--- config.mk ---
export PLATFORM = sky130hd
export DESIGN_NAME = seg_scan_ctrl
export DESIGN_NICKNAME = d
export VERILOG_FILES = /design/src/rtl/seg_scan_ctrl.sv
export SDC_FILE = /design/constraint.sdc
export NUM_CORES = 1
export LEC_CHECK = 0
export CAP_MARGIN = 30
export CORE_MARGIN = 10
export CORE_UTILIZATION = 40
export CTS_CLUSTER_DIAMETER = 60
export DETAILED_ROUTE_END_ITERATION = 6
export GPL_TIMING_DRIVEN = 0
export PLACE_DENSITY = 0.59
export SLEW_MARGIN = 20
export SYNTH_ARGS = -nofsm -noshare
export SYNTH_HDL_FRONTEND = slang
export SYNTH_SLANG_ARGS = --single-unit
--- constraint.sdc ---
create_clock -name clk -period 3.2 [get_ports clk]
set_input_delay 0.64 -clock clk [delete_from_list [all_inputs] [get_ports clk]]
set_output_delay 0.64 -clock clk [all_outputs]
set_load 0.02 [all_outputs]
--- src/rtl/seg_scan_ctrl.sv ---
// Scan controller for a common-anode multi-digit seven-segment display.
// Double-buffered digit data, blanking gap per slot, registered active-low anodes.
module seg_scan_ctrl #(
   parameter int DIGITS    = 8,
   parameter int SCAN_DIV  = 50000,
   parameter int BLANK_CYC = 500
) (
   input  logic                  clk,
   input  logic                  rst,
   input  logic [4*DIGITS-1:0]   data_in,
   input  logic [DIGITS-1:0]     dp_in,
   input  logic [DIGITS-1:0]     en_mask,
   input  logic                  load,
   output logic                  pending,
   output logic [3:0]            hex_out,
   output logic                  dp_out,
   output logic [DIGITS-1:0]     an,
   output logic                  frame_done
);

   localparam int CNT_W = $clog2(SCAN_DIV);
   localparam int IDX_W = (DIGITS > 1) ? $clog2(DIGITS) : 1;
   localparam logic [CNT_W-1:0] CNT_LAST       = CNT_W'(SCAN_DIV - 1);
   localparam logic [CNT_W-1:0] CNT_BLANK_LAST = CNT_W'(BLANK_CYC - 1);
   localparam logic [IDX_W-1:0] IDX_LAST       = IDX_W'(DIGITS - 1);

   typedef enum logic [0:0] {
      ST_BLANK = 1'b0,
      ST_SHOW  = 1'b1
   } state_t;

   function automatic logic [3:0] sel_nibble(input logic [4*DIGITS-1:0] data,
                                             input logic [IDX_W-1:0]    idx);
      logic [3:0] res;
      res = 4'h0;
      for (int i = 0; i < DIGITS; i++) begin
         if (idx == IDX_W'(i)) begin
            res = data[4*i +: 4];
         end else begin
            res = res;
         end
      end
      return res;
   endfunction

   function automatic logic sel_bit(input logic [DIGITS-1:0] vec,
                                    input logic [IDX_W-1:0]  idx);
      logic res;
      res = 1'b0;
      for (int i = 0; i < DIGITS; i++) begin
         if (idx == IDX_W'(i)) begin
            res = vec[i];
         end else begin
            res = res;
         end
      end
      return res;
   endfunction

   // Only the selected digit may drop its anode, and only while showing.
   function automatic logic [DIGITS-1:0] anode_vec(input logic              show,
                                                   input logic [IDX_W-1:0]  idx,
                                                   input logic [DIGITS-1:0] en);
      logic [DIGITS-1:0] res;
      res = '1;
      for (int i = 0; i < DIGITS; i++) begin
         if (show && (idx == IDX_W'(i))) begin
            res[i] = ~en[i];
         end else begin
            res[i] = 1'b1;
         end
      end
      return res;
   endfunction

   state_t               state_q, state_d;
   logic [CNT_W-1:0]     cnt_q, cnt_d;
   logic [IDX_W-1:0]     idx_q, idx_d;
   logic [4*DIGITS-1:0]  shadow_data_q, shadow_data_d;
   logic [DIGITS-1:0]    shadow_dp_q, shadow_dp_d;
   logic [4*DIGITS-1:0]  active_data_q, active_data_d;
   logic [DIGITS-1:0]    active_dp_q, active_dp_d;
   logic                 pending_q, pending_d;
   logic [3:0]           hex_q;
   logic                 dp_q;
   logic [DIGITS-1:0]    an_q;
   logic                 frame_done_q;
   logic                 boundary_s;

   assign boundary_s = (idx_q == IDX_LAST) && (cnt_q == CNT_LAST);

   // Slot counter, digit index and BLANK/SHOW next-state decision.
   always_comb begin
      cnt_d   = cnt_q;
      idx_d   = idx_q;
      state_d = state_q;
      if (cnt_q == CNT_LAST) begin
         cnt_d = '0;
         if (idx_q == IDX_LAST) begin
            idx_d = '0;
         end else begin
            idx_d = idx_q + IDX_W'(1);
         end
      end else begin
         cnt_d = cnt_q + CNT_W'(1);
      end
      case (state_q)
         ST_BLANK: begin
            if (cnt_q == CNT_BLANK_LAST) begin
               state_d = ST_SHOW;
            end else begin
               state_d = ST_BLANK;
            end
         end
         ST_SHOW: begin
            if (cnt_q == CNT_LAST) begin
               state_d = ST_BLANK;
            end else begin
               state_d = ST_SHOW;
            end
         end
         default: state_d = ST_BLANK;
      endcase
   end

   // Shadow capture on load; shadow-to-active transfer only at the frame boundary.
   always_comb begin
      shadow_data_d = shadow_data_q;
      shadow_dp_d   = shadow_dp_q;
      active_data_d = active_data_q;
      active_dp_d   = active_dp_q;
      pending_d     = pending_q;
      if (load) begin
         shadow_data_d = data_in;
         shadow_dp_d   = dp_in;
         pending_d     = 1'b1;
      end else begin
         pending_d = pending_q;
      end
      if (boundary_s) begin
         if (load) begin
            active_data_d = data_in;
            active_dp_d   = dp_in;
            pending_d     = 1'b0;
         end else if (pending_q) begin
            active_data_d = shadow_data_q;
            active_dp_d   = shadow_dp_q;
            pending_d     = 1'b0;
         end else begin
            pending_d = pending_q;
         end
      end else begin
         active_data_d = active_data_q;
      end
   end

   // State and output registers; outputs are derived from next-state so they line up with cnt_q.
   always_ff @(posedge clk) begin
      if (rst) begin
         state_q       <= ST_BLANK;
         cnt_q         <= '0;
         idx_q         <= '0;
         shadow_data_q <= '0;
         shadow_dp_q   <= '0;
         active_data_q <= '0;
         active_dp_q   <= '0;
         pending_q     <= 1'b0;
         hex_q         <= 4'h0;
         dp_q          <= 1'b1;
         an_q          <= '1;
         frame_done_q  <= 1'b0;
      end else begin
         state_q       <= state_d;
         cnt_q         <= cnt_d;
         idx_q         <= idx_d;
         shadow_data_q <= shadow_data_d;
         shadow_dp_q   <= shadow_dp_d;
         active_data_q <= active_data_d;
         active_dp_q   <= active_dp_d;
         pending_q     <= pending_d;
         hex_q         <= sel_nibble(active_data_d, idx_d);
         dp_q          <= ~sel_bit(active_dp_d, idx_d);
         an_q          <= anode_vec(state_d == ST_SHOW, idx_d, en_mask);
         frame_done_q  <= (idx_d == IDX_LAST) && (cnt_d == CNT_LAST);
      end
   end

   assign pending    = pending_q;
   assign hex_out    = hex_q;
   assign dp_out     = dp_q;
   assign an         = an_q;
   assign frame_done = frame_done_q;

endmodule

==> impl_metrics.json <==
{
  "syn_area_um2": 4960,
  "worstHoldPathType": "register to register",
  "fp.dieArea_um2": 17300,
  "synth_edf_count": 0,
  "cellLeakagePower_uw": 0.00250,
  "dieHeight_um": 131,
  "use_met2": 0.252,
  "clk_path_buf_depth": 2,
  "synth_seq_area_share": 0.464,
  "tightest_slew_ns": 0.809,
  "nNetsFinal": 690,
  "end_kind": "register",
  "post_synth_xor_area_fraction": 0.0265,
  "place_ws_ns": -0.519,
  "hold_viol": 0,
  "finalMaxSlewViolations": 0,
  "place_inst": 785,
  "antenna_found_initial": 0,
  "postSynth.asyncResetShare": 0,
  "n_antenna_cell": 0,
  "synth_cell_types": 58,
  "firstDrtPassIters": 5,
  "cts_tree": "done",
  "drive_gt1_frac": 0.107,
  "fin_tns_setup_ns": 0,
  "place.detailed.hpwl_um": 10100,
  "status": "completed",
  "start_kind": "register",
  "port_buffers": 64,
  "coreArea_um2": 12100,
  "arrival_ns": 3.34,
  "fin_skew_ns": 0.00661,
  "gr-usage-met3": 0.0465,
  "synth_top_family_by_area": "simple AND/OR/NAND/NOR gates",
  "holdBufCountCts": 0,
  "globalplace.congestion": 0.850,
  "slew_headroom": 0.461,
  "finalNonFillerCells": 814,
  "grt_max_degree": 17,
  "seq_area_um2": 2300,
  "grt_pass1_wl_um": 23100,
  "synth_mux_area_frac": 0.0976,
  "gr-usage-met1": 0.217,
  "rows": 40,
  "synth_fa_ha_area_frac": 0.0101,
  "drt-initial-drc-count": 283,
  "viasPerCell": 5.26,
  "synth_compound_area_frac": 0.136,
  "yosys_warnings": 0,
  "vdd_drop_max_mv": 0.670,
  "grt_pass1_vias": 4372,
  "power.density_nw_per_um2": 559,
  "synth_area_leaders": "dfxtp_1 46%, nor2_1 10%, mux2i_1 8.3%, a21oi_1 2.7%, o22a_1 2.3%",
  "design.portCount": 66,
  "report.power.total_uw": 3600,
  "rsz0062_at_grt": "true",
  "setup_viol": 0,
  "period_needed_ns": 3.08,
  "area_growth_pct": 30.0,
  "wl_per_cell_um": 17.2,
  "period_share": 0.963,
  "multiInputGateArea_um2": 2480,
  "setup_ws_ns": 0.117,
  "path_max_fanout": 10,
  "cts_buffers": 17,
  "start_util": 0.411,
  "postCtsSetupRepairBufs": 0,
  "yosysTopAreaCellShare": 0.464,
  "synthSimpleGateAreaFrac": 0.224,
  "ys_seq_elements": 115,
  "synth-main-ff-cell": "dfxtp_1",
  "overflow": 0,
  "finalWirelength_um": 14000,
  "crit_type": "register to register",
  "fill_cells": 1118,
  "via_count": 4281,
  "clk_pin_slew_ns": 0.05,
  "route.detailed.drc": 0,
  "htreeDepth": 4,
  "cap_viol_max_count": 0,
  "cts_sinks": 115,
  "grt_most_used_layer": "met2",
  "clock-root-buffer": "clkbuf_16",
  "layout_common_cells": "135 x nor2_1, 115 x dfxtp_1, 64 x clkdlybuf4s50_1, 41 x mux2i_1, 26 x a21oi_1",
  "required_ns": 3.46,
  "syn_avg_cell_area_um2": 8.97,
  "netlist_instances": 553,
  "synth_fp_nets": 608,
  "clk_latency_ns": 0.42,
  "synth_top_area_cell": "dfxtp_1",
  "antenna_left": 0,
  "die_x_um": 131,
  "mostFrequentLayoutCell": "nor2_1",
  "max_freq_mhz": 324,
  "grt_usage": 0.165,
  "finish.utilization": 0.534
}
==> metal layers <==
layer	wire, um	share of wire	vias up
li1	-	-	2108
met1	6870	0.49	2036
met2	6280	0.45	119
met3	629	0.045	18
met4	186	0.013	0
met5	0	0	-
==> power breakdown <==
part / internal, uW / switching (uW) / total (uW)
Combinational: 105 / 101 / 206
Clock: 1270 / 643 / 1910
Sequential: 1470 / 13.5 / 1480
Total: 2840 / 757 / 3600
==> timing repair <==
action,CTS,global route
pin swaps,0,0
cloned,0,0
gates resized for setup,1,13
setup endpoints to repair,11,7
==> final cells by class <==
cell class / count / share of cell area
clock inverter: 9 / 0.0202
multi-input combinational: 395 / 0.385
buffer: 37 / 0.0293
timing repair buffer: 64 / 0.0994
clock buffer: 21 / 0.0730
sequential: 115 / 0.357
tap: 168 / 0.0326
inverter: 5 / 0.00291
==> worst paths after layout <==
| check | startpoint | endpoint | slack [ns] | depth (start not counted) |
|---|---|---|---|---|
| hold reg to reg | cnt_q[0] | cnt_q[0] | 0.46 | 1 |
| setup reg to reg | cnt_q[10] | hex_out[1] | 0.12 | 10 |
| setup / recovery | cnt_q[10] | hex_out[1] | 0.12 | 10 |
| hold / removal | cnt_q[0] | cnt_q[0] | 0.46 | 1 |
==> logic make-up (layout without fill, tap and decap cells) <==
group | count (synthesis) | after routing
buffers and inverters | 43 | 136
DFF | 115 | 115
and+or+nand+nor | 231 | 231
muxes | 47 | 47
AOI/OAI and AO/OA | 98 | 98
adders and majority gates | 4 | 4
xor gates and xnor gates | 15 | 15
==> sequential cells by signal, summed over array words and instances (netlist names) <==
register,flops
frame_done,1
shadow_dp_q,8
dp_out,1
pending,1
hex_out,4
idx_q,3
state_q,1
active_dp_q,8
cnt_q,16
active_data_q,32
shadow_data_q,32
an,8
==> cells in the mapped netlist, types with 4 or more instances <==
| library cell | n |
|---|---|
| clkbuf_1 | 25 |
| dfxtp_1 | 115 |
| ha_1 | 4 |
| xnor2_1 | 8 |
| o32a_1 | 9 |
| o21ai_0 | 5 |
| buf_1 | 4 |
| nor4_1 | 4 |
| a221oi_1 | 4 |
| a21oi_1 | 27 |
| xor2_1 | 7 |
| o22ai_1 | 5 |
| nand3_1 | 15 |
| nor3_1 | 12 |
| nand2_1 | 19 |
| nor2_1 | 136 |
| a31oi_1 | 4 |
| nand4_1 | 8 |
| mux2_2 | 4 |
| mux2i_1 | 41 |
| o22a_1 | 13 |
| o21ai_1 | 16 |
| buf_6 | 5 |
| inv_1 | 5 |
| nor2b_1 | 5 |
==> worst max-delay path: stages (launching register included) <==
cell and delay [ns]:
dfxtp_1 0.37, or4b_4 0.58, or4_4 0.52, buf_6 0.16
nor2_8 0.16, o21ai_1 0.14, buf_2 0.25, a21oi_1 0.21
a21oi_1 0.10, nor3_1 0.28, a221oi_1 0.15
==> metrics by stage <==
| stage | cell area, um^2 | hold WS [ns] |
|---|---|---|
| final | 6450 | 0.462 |
| after global routing | 6450 | 0.498 |
| after CTS | 6410 | 0.470 |
| after detailed placement | 5810 | 0.458 |
| after global placement | 5810 | 0.450 |
| after floorplan | 4960 | 0.430 |
Note: power is estimated with default switching activity, not from simulation.
